==> config.mk <==
export PLATFORM = sky130hd
export DESIGN_NAME = clk_div_multi_flat
export DESIGN_NICKNAME = d
export VERILOG_FILES = /design/src/rtl/clk_div_multi_if.sv /design/src/rtl/clk_div_multi.sv /design/src/flat_wrapper.sv
export SDC_FILE = /design/constraint.sdc
export NUM_CORES = 1
export LEC_CHECK = 0
export CORE_MARGIN = 4
export CORE_UTILIZATION = 40
export DETAILED_ROUTE_END_ITERATION = 8
export GPL_TIMING_DRIVEN = 1
export PLACE_DENSITY = 0.67
export SETUP_SLACK_MARGIN = 0.02
export SLEW_MARGIN = 30
export SYNTH_ARGS = -nofsm -noshare
export SYNTH_HDL_FRONTEND = slang
export SYNTH_SLANG_ARGS = --single-unit
==> constraint.sdc <==
create_clock -name clk -period 6.1 [get_ports clk]
set_input_delay 1.22 -clock clk [delete_from_list [all_inputs] [get_ports clk]]
set_output_delay 1.22 -clock clk [all_outputs]
set_load 0.005 [all_outputs]
==> src/rtl/clk_div_multi_if.sv <==
// Control/status bundle for clk_div_multi: enables, divisor write port, divided outputs.
// Latency: none (wires only); all outputs are registered inside the divider.
// Backpressure: none; divisor writes are single-cycle strobes that are always accepted.
// The sync realignment strobe exists only when CLK_DIV_SYNC_EN is defined.
interface clk_div_multi_if #(
  parameter int N_CH = 4,
  parameter int CW   = 32
);
  logic [N_CH-1:0]    en;
  logic               wr_en;
  logic [3:0]         wr_ch;
  logic [CW-1:0]      wr_data;
`ifdef CLK_DIV_SYNC_EN
  logic               sync;
`endif
  logic [N_CH-1:0]    clk_out;
  logic [N_CH-1:0]    tick;
  logic [N_CH*CW-1:0] div_act;

`ifdef CLK_DIV_SYNC_EN
  modport master (
    output en, wr_en, wr_ch, wr_data, sync,
    input  clk_out, tick, div_act
  );
  modport slave (
    input  en, wr_en, wr_ch, wr_data, sync,
    output clk_out, tick, div_act
  );
`else
  modport master (
    output en, wr_en, wr_ch, wr_data,
    input  clk_out, tick, div_act
  );
  modport slave (
    input  en, wr_en, wr_ch, wr_data,
    output clk_out, tick, div_act
  );
`endif
endinterface

==> src/rtl/clk_div_multi.sv <==
// N-channel programmable tick/clock divider with shadowed runtime divisors.
// Latency: outputs registered; first tick E cycles after the first enabled edge.
// Backpressure: none; divisor writes always land in the shadow, applied at wrap or when idle.
// Optional feature macro: CLK_DIV_SYNC_EN adds a sync strobe that realigns all enabled channels.
// The interface instance must be built with the same N_CH/CW as this module.
module clk_div_multi #(
  parameter int          N_CH        = 4,
  parameter int          CW          = 32,
  parameter int unsigned DEFAULT_DIV = 700_000
) (
  input logic            clk,
  input logic            reset,
  clk_div_multi_if.slave bus
);

  localparam logic [CW-1:0] DEF_DIV = CW'(DEFAULT_DIV);

  // Per-channel state: period counter, active divisor, pending (shadow) divisor.
  logic [CW-1:0]   cnt_q    [N_CH];
  logic [CW-1:0]   cnt_d    [N_CH];
  logic [CW-1:0]   act_q    [N_CH];
  logic [CW-1:0]   act_d    [N_CH];
  logic [CW-1:0]   shd_q    [N_CH];
  logic [CW-1:0]   shd_d    [N_CH];
  logic [CW-1:0]   last_cnt [N_CH];

  logic [N_CH-1:0] clk_out_q;
  logic [N_CH-1:0] clk_out_d;
  logic [N_CH-1:0] tick_q;
  logic [N_CH-1:0] tick_d;
  logic [N_CH-1:0] wr_hit;
  logic [N_CH-1:0] wrap;
  logic [N_CH-1:0] realign;
  logic            sync_req;

`ifdef CLK_DIV_SYNC_EN
  assign sync_req = bus.sync;
`else
  assign sync_req = 1'b0;
`endif

  // Decode the write strobe to one channel; wr_ch beyond N_CH matches nothing and is dropped.
  always_comb begin
    wr_hit = '0;
    for (int i = 0; i < N_CH; i++) begin
      wr_hit[i] = bus.wr_en && ({1'b0, bus.wr_ch} == 5'(i));
      // A same-edge write overrides the stale shadow for anything that loads active this edge.
      shd_d[i]  = wr_hit[i] ? bus.wr_data : shd_q[i];
    end
  end

  // Per-channel next state: idle/realign clears the phase, wrap ends a period, else count on.
  always_comb begin
    wrap      = '0;
    realign   = '0;
    tick_d    = '0;
    clk_out_d = '0;
    for (int i = 0; i < N_CH; i++) begin
      // Divisor 0 behaves as 1, so both give a terminal count of 0.
      last_cnt[i] = (act_q[i] == '0) ? '0 : act_q[i] - CW'(1);
      cnt_d[i]    = cnt_q[i];
      act_d[i]    = act_q[i];
      realign[i]  = !bus.en[i] || sync_req;
      wrap[i]     = bus.en[i] && (cnt_q[i] == last_cnt[i]);
      if (realign[i]) begin
        cnt_d[i]     = '0;
        tick_d[i]    = 1'b0;
        clk_out_d[i] = 1'b0;
        act_d[i]     = shd_d[i];
      end else if (wrap[i]) begin
        // The period just finished used the old divisor; the new one starts with cnt at 0.
        cnt_d[i]     = '0;
        tick_d[i]    = 1'b1;
        clk_out_d[i] = ~clk_out_q[i];
        act_d[i]     = shd_d[i];
      end else begin
        cnt_d[i]     = cnt_q[i] + CW'(1);
        tick_d[i]    = 1'b0;
        clk_out_d[i] = clk_out_q[i];
      end
    end
  end

  // State registers; synchronous reset restores the default divisor and drops pending writes.
  always_ff @(posedge clk) begin
    if (reset) begin
      for (int i = 0; i < N_CH; i++) begin
        cnt_q[i] <= '0;
        act_q[i] <= DEF_DIV;
        shd_q[i] <= DEF_DIV;
      end
      clk_out_q <= '0;
      tick_q    <= '0;
    end else begin
      for (int i = 0; i < N_CH; i++) begin
        cnt_q[i] <= cnt_d[i];
        act_q[i] <= act_d[i];
        shd_q[i] <= shd_d[i];
      end
      clk_out_q <= clk_out_d;
      tick_q    <= tick_d;
    end
  end

  assign bus.clk_out = clk_out_q;
  assign bus.tick    = tick_q;

  for (genvar g = 0; g < N_CH; g++) begin : g_div_act
    assign bus.div_act[g*CW +: CW] = act_q[g];
  end

endmodule

==> src/flat_wrapper.sv <==
// flat-port wrapper written by rule: the top's interface ports become plain ports
module clk_div_multi_flat 
#(
  parameter int          N_CH        = 4,
  parameter int          CW          = 32,
  parameter int unsigned DEFAULT_DIV = 700_000
)
  (clk, reset, bus_en, bus_wr_en, bus_wr_ch, bus_wr_data, bus_clk_out, bus_tick, bus_div_act);
  clk_div_multi_if #(.N_CH(N_CH), .CW(CW)) bus_i ();
  input logic clk;
  input logic reset;
  input wire logic [$bits(bus_i.en)-1:0] bus_en;
  input wire logic [$bits(bus_i.wr_en)-1:0] bus_wr_en;
  input wire logic [$bits(bus_i.wr_ch)-1:0] bus_wr_ch;
  input wire logic [$bits(bus_i.wr_data)-1:0] bus_wr_data;
  output wire logic [$bits(bus_i.clk_out)-1:0] bus_clk_out;
  output wire logic [$bits(bus_i.tick)-1:0] bus_tick;
  output wire logic [$bits(bus_i.div_act)-1:0] bus_div_act;
  assign bus_i.en = bus_en;
  assign bus_i.wr_en = bus_wr_en;
  assign bus_i.wr_ch = bus_wr_ch;
  assign bus_i.wr_data = bus_wr_data;
  assign bus_clk_out = bus_i.clk_out;
  assign bus_tick = bus_i.tick;
  assign bus_div_act = bus_i.div_act;
  clk_div_multi #(.N_CH(N_CH), .CW(CW), .DEFAULT_DIV(DEFAULT_DIV)) u_core (.clk(clk), .reset(reset), .bus(bus_i));
endmodule
==> reports/results.txt, run 1 <==
Status: finished, final reports clean
Worst setup path startpoint: u_core.act_q[2][0]
Syn Nets: 2703
Vias in the first global route: 18828
Seq cells post-synth: 392
Inst Count DP: 3360
Leak: 8.38 nW
H-tree Lvls: 2
DR vias: 20135
CTS Buffer Depth: 3
DR iter-0 viols: 2104
Total negative slack: 0 ps
Power Density: 246 nW/um2
Slew margin rel.: 35.7%
Setup crit end kind: flip-flop
Layout Cells excl Fill: 3443
Synth Instances: 2652
Layout net count: 2770
Post-synthesis sequential area ratio: 37.0%
Worst hold path startpoint: u_core.shd_q[2][20]
Distinct cells, synth: 97
CP Launch Type: flip-flop
Finish-stage setup viols: 0
Fin crit period: 5040 ps
Slew Viols, Final: 0
Worst-path clk slew: 60 ps
Actual slew at the worst max-slew pin: 940 ps
Share of the synthesized area in the top cell type: 37.0%
Critical path required time: 6600 ps
Root Driver: clkbuf_16
Detailed Routing Iterations Pass 1: 6
Synth-to-layout area growth: 16.6%
FFs w/ async S/R, synth: 0%
Cell area after layout: 24700 um2
Die H: 238 um
CTS tree: done
Grt ovf: 0
Synth top area cells: dfxtp_1 (37%), nand2_1 (6.9%), xnor2_1 (5.0%)
Clock sink count: 392
Residual DRC: 0
Cell Area, Placed: 23200 um2
Post-DP HPWL: 53.6 mm
Postcts setup bufs: 0
Post-synthesis cell area: 21200 um2
Final Wtd Congestion: 0.978
Rows: 84
Worst min path class: reg -> reg
Cell taking the most area after synthesis: dfxtp_1
Final period util: 82.6%
GRT Overall Usage: 24.4%
Clock Skew: 17.6 ps
Post-synth EDFFs: 0
Chip width: 238 um
Die area: 56700 um2
Post-route antenna net violation count: 0
Yosys warns: 0
Post-cts resize count: 0
Layout cell share with drive strength beyond 1: 5.59%
Max_cap viols: 0
Via density per instance: 5.85
Initial Util: 40.3%
Cts bufs inserted: 44
Clock latency on the worst-skew pair: 580 ps
CP max FO: 33
Peak VDD IR: 181 uV
Hold_buf cts: 0
Routed len/inst: 21.0 um
Final Hold Viols: 0
RSZ-0062 raised after global routing: false
Initial antenna violation count: 4
Core footprint: 52600 um2
Setup CP Type: reg -> reg
Largest net degree at the start of global routing: 68
Max Fclk: 198 MHz
Syn Area/Cell: 7.99 um2
Global-route wire length before repair: 111 mm
I/O Pins: 179
Port Buf Inserts: 178
Routed wire length: 72.4 mm
FF-to-FF Start: u_core.act_q[2][0]
Top FF cell, synth: dfxtp_1
Arr. time, crit path: 5540 ps
==> sequential cells by signal, summed over array words and instances (netlist names) <==
name                flops
u_core.bus.tick         4
u_core.shd_q          128
u_core.cnt_q          128
u_core.bus.clk_out      4
u_core.act_q          128
==> worst max-delay path, cell delays in order, from the launching register on <==
cell and delay, ps:
dfxtp_1 350, inv_1 100, ha_1 210, nor4b_2 480, nand4_1 760, nor3_4 770
a21oi_1 140, mux2_2 280, nor4_1 380, nand4_2 250, o21ai_4 790, buf_12 280
o2bb2ai_1 130
==> cells in the mapped netlist, types with 16 or more instances <==
cell type,count
clkbuf_1,124
nand4_1,48
nand3b_1,43
or4_1,45
o2bb2ai_1,31
buf_2,24
inv_1,124
mux2i_1,16
o32a_1,23
o21ai_0,46
a21oi_1,123
a2bb2oi_1,71
and4_1,18
dfxtp_1,392
nand2_1,391
xor2_1,99
nor3_1,74
nand3_1,83
nor4_1,75
or3_1,38
nand2b_1,39
o31ai_1,16
and3_1,39
buf_4,17
nor2_1,242
xnor2_1,122
==> path summary, 6_finish.rpt <==
check        slack [ps]  cells after the start                  end
max                1060                     12  u_core.act_q[2][19]
max reg2reg        1060                     12  u_core.act_q[2][19]
min reg2reg         460                      2  u_core.shd_q[2][20]
min                 460                      2  u_core.shd_q[2][20]
==> placed cells by master, fill, tap and decap left out, types with 9 or more instances in the layout <==
| master | n |
|---|---|
| a211o_1 | 11 |
| nor2_1 | 241 |
| dfxtp_1 | 392 |
| clkbuf_16 | 45 |
| a2bb2oi_1 | 71 |
| clkbuf_1 | 11 |
| xor2_1 | 99 |
| and3_1 | 38 |
| or2_2 | 15 |
| a211oi_1 | 12 |
| mux2i_1 | 16 |
| nand2_1 | 389 |
| o211ai_1 | 13 |
| nand3_1 | 83 |
| or3_1 | 37 |
| or4_1 | 45 |
| o2bb2ai_1 | 31 |
| nor2b_1 | 10 |
| a21oi_1 | 123 |
| a32o_1 | 9 |
| nor3_1 | 72 |
| nand2b_1 | 39 |
| nand3b_1 | 43 |
| inv_1 | 124 |
| nor4_1 | 75 |
| nand4_1 | 48 |
| o21ai_0 | 46 |
| xnor2_1 | 122 |
| o31ai_1 | 16 |
| a31oi_1 | 11 |
| clkdlybuf4s50_1 | 176 |
| buf_4 | 16 |
| and4_1 | 18 |
| o32a_1 | 23 |
| o22ai_1 | 12 |
==> logic make-up after synthesis <==
logic type,share of synthesized area [%]
flops,37.0
fa+ha+maj,0.520
compound gates,17.0
buf+inv,5.79
simple gates,29.2
xor+xnor,9.46
mux,0.968
==> layer usage <==
layer | share of wire (%) | routed length [um] | global-route usage, % | vias to the layer above
met5 | 0.036 | 26 | 0 | -
met2 | 46 | 33100 | 38.9 | 768
met4 | 2.6 | 1900 | 7.46 | 4
met3 | 7.5 | 5470 | 4.46 | 130
li1 | - | - | - | 9586
met1 | 44 | 31900 | 33.7 | 9647
==> metrics by stage <==
stage / worst slack, ps / hold slack (ps) / power (mW) / utilization, %
floorplan: 2490 / 436 / 3.13 / -
global placement: 1290 / 447 / 3.42 / 44.2
detailed placement: 1200 / 451 / 3.43 / 44.2
CTS: 1170 / 459 / 6.12 / 47.0
global route: 730 / 472 / 6.27 / 47.0
finish: 1060 / 458 / 6.07 / 47.0
==> final cells by class <==
type	instances	area, um2
Fill cell	5159	27800
Clock inverter	17	184
Antenna cell	2	5.00
Multi-Input combinational cell	1962	12200
Inverter	124	465
Sequential cell	392	7850
Clock buffer	63	1260
Timing Repair Buffer	195	1930
Tap cell	688	861
==> where the power goes <==
group / internal, mW / switching, mW / total [mW]
sequential: 2.62 / 0.131 / 2.75
combinational: 0.291 / 0.338 / 0.629
clock: 1.57 / 1.11 / 2.69
total: 4.49 / 1.58 / 6.07
No activity file was read; power rests on OpenSTA's default activity.
==> run 2, diff against run 1 <==
==> constraint.sdc (replaced) <==
create_clock -name clk -period 4.8 [get_ports clk]
set_input_delay 0.96 -clock clk [delete_from_list [all_inputs] [get_ports clk]]
set_output_delay 0.96 -clock clk [all_outputs]
set_load 0.005 [all_outputs]
==> reports/results.txt, run 2 (same netlist as run 1, synthesis figures left out) <==
Critical path required time: 5230 ps (-1370 ps)
Initial antenna violation count: 2 (-2)
Setup crit end kind: flip-flop
Critical path, cell by cell: or4_1 -> nor3_2 -> nand3_1 -> buf_4 -> or4_1 -> a2111oi_0 -> nand4_1 -> o21ai_4 -> buf_12 -> a2bb2oi_1
Crit path max-delay family: simple AND/OR/NAND/NOR gates
Grt ovf: 0 (unchanged)
Postcts setup bufs: 0 (unchanged)
Final Wtd Congestion: 0.978 (unchanged)
Via density per instance: 5.83 (-0.36%)
Final period util: 87.2% (+4.6 points)
CP max-delay cell: or4_1
Met3 WL: 5.18 mm (-5.2%)
Routed len/inst: 21.0 um (-0.17%)
Hold_buf cts: 0 (unchanged)
R2R cell count: 10 (-2)
Slew margin rel.: 42.1% (+6.4 points)
Worst hold path startpoint: u_core.shd_q[3][22]
CP max FO: 64 (+94%)
Post-DP HPWL: 54.3 mm (+1.2%)
CTS Buffer Depth: 3 (unchanged)
Critical R2R Capture: u_core.act_q[1][0]
CTS tree: done
Residual DRC: 0 (unchanged)
CP most frequent cell: or4_1
Met1 Wirelength: 32.0 mm (+0.32%)
Post-cts resize count: 0 (unchanged)
Max_cap viols: 0 (unchanged)
Worst-path clk slew: 70 ps (about the same)
Clock latency on the worst-skew pair: 570 ps (about the same)
DR vias: 20343 (+1.0%)
Rows: 84 (unchanged)
DR top layer: met5
Power Density: 318 nW/um2 (+30%)
Routed wire length: 73.3 mm (+1.2%)
Finish-stage setup viols: 0 (unchanged)
Die area: 56700 um2 (unchanged)
Actual slew at the worst max-slew pin: 868 ps (-71.5 ps)
Layout fillers: 5154 (-0.097%)
Setup CP Type: reg -> reg
Cts bufs inserted: 44 (unchanged)
Clock Skew: 13.6 ps (-4.04 ps)
CP Launch Type: flip-flop
Buf/Inv on CP: 2 (unchanged)
Cell area after layout: 25200 um2 (+2.0%)
Die H: 238 um (unchanged)
DR iter-0 viols: 1976 (-6.1%)
Cell Area, Placed: 23600 um2 (+1.7%)
Chip width: 238 um (unchanged)
Global-route wire length before repair: 114 mm (+2.5%)
FF-to-FF setup slack: 620 ps (-450 ps)
Port Buf Inserts: 178 (unchanged)
Total power draw: 8.02 mW (+32%)
Most common cell after layout, fill and taps aside: dfxtp_1
GRT Overall Usage: 24.9% (+0.52 points)
Detailed Routing Iterations Pass 1: 6 (unchanged)
Layout cell share with drive strength beyond 1: 7.32% (+1.7 points)
Root Driver: clkbuf_16
Peak VDD IR: 218 uV (+20%)
Initial Util: 40.3% (unchanged)
Post-route antenna net violation count: 0 (unchanged)
Worst min path class: reg -> reg
RSZ-0062 raised after global routing: false
Leak: 8.67 nW (+3.5%)
Commonest non-fill, non-tap cells in the layout: dfxtp_1 (392), nand2_1 (389), nor2_1 (241)
Fin crit period: 4180 ps (-855 ps)
Top Registers: u_core.act_q: 128 flops, u_core.cnt_q: 128 flops, u_core.shd_q: 128 flops
Final Hold Viols: 0 (unchanged)
FF-to-FF Start: u_core.act_q[1][5]
Arr. time, crit path: 4620 ps (-920 ps)
Hold path endpoint: u_core.shd_q[3][22]
Cell depth of the worst hold path: 2 (unchanged)
Synth-to-layout area growth: 18.9%
Layout net count: 2819 (+1.8%)
Status: finished, final reports clean
Worst setup path startpoint: u_core.act_q[1][5]
Largest net degree at the start of global routing: 65 (-4.4%)
CP peak stage delay: 770 ps (-20 ps)
Vias in the first global route: 19395 (+3.0%)
H-tree Lvls: 2 (unchanged)
Clock sink count: 392 (unchanged)
Slew Viols, Final: 0 (unchanged)
Routed length on met2: 33.5 mm (+1.2%)
Max Fclk: 239 MHz (+20%)
Core footprint: 52600 um2 (unchanged)
Total negative slack: 0 ps (unchanged)
I/O Pins: 179 (unchanged)
run 2: layout make-up:
type | count | area [um2] | share of cell area [%]
multi-input cells | 1962 | 12100 | 48.2
flip-flops and latches | 392 | 7850 | 31.1
repair buffers | 244 | 2310 | 9.17
clock buffers | 56 | 1240 | 4.91
well taps | 688 | 861 | 3.41
inverters | 124 | 465 | 1.85
clock inverters | 23 | 337 | 1.33
diodes | 2 | 5.00 | 0.0199
run 2: how the worst max path moves through the flow:
stage	to	depth (start not counted)	slack, ps
floorplan	u_core.act_q[3][11]	14	1190
finish	u_core.act_q[1][0]	10	620
detailed placement	u_core.act_q[1][0]	10	690
global route	u_core.act_q[3][31]	9	340
CTS	u_core.act_q[1][0]	10	650
global placement	u_core.act_q[1][4]	10	660
run 2: layer usage:
metal,global-route usage (%),vias to the layer above
met1,33.8,9747
met4,8.20,2
met5,0,-
met2,40.1,761
met3,4.63,172
li1,-,9661
run 2: tightest hold or removal path: stages, from the launching register on:
cell and delay [ps]:
dfxtp_1 300, nand2_1 40, a21oi_1 70
run 2: report_power, final:
group	leakage (nW)	switching, mW	internal [mW]
combinational	4.72	0.462	0.392
clock	0.768	1.43	2.26
sequential	3.19	0.146	3.33
total	8.67	2.04	5.98
run 2: stage by stage:
step / cells / hold slack (ps) / setup WS, ps / utilization [%]
finish: 3491 / 460 / 615 / 48.0
global route: 3489 / 471 / 342 / 48.0
CTS: 3489 / 462 / 652 / 48.0
detailed placement: 3410 / 453 / 689 / 45.0
global placement: 3410 / 446 / 663 / 45.0
floorplan: 2652 / 436 / 1190 / -
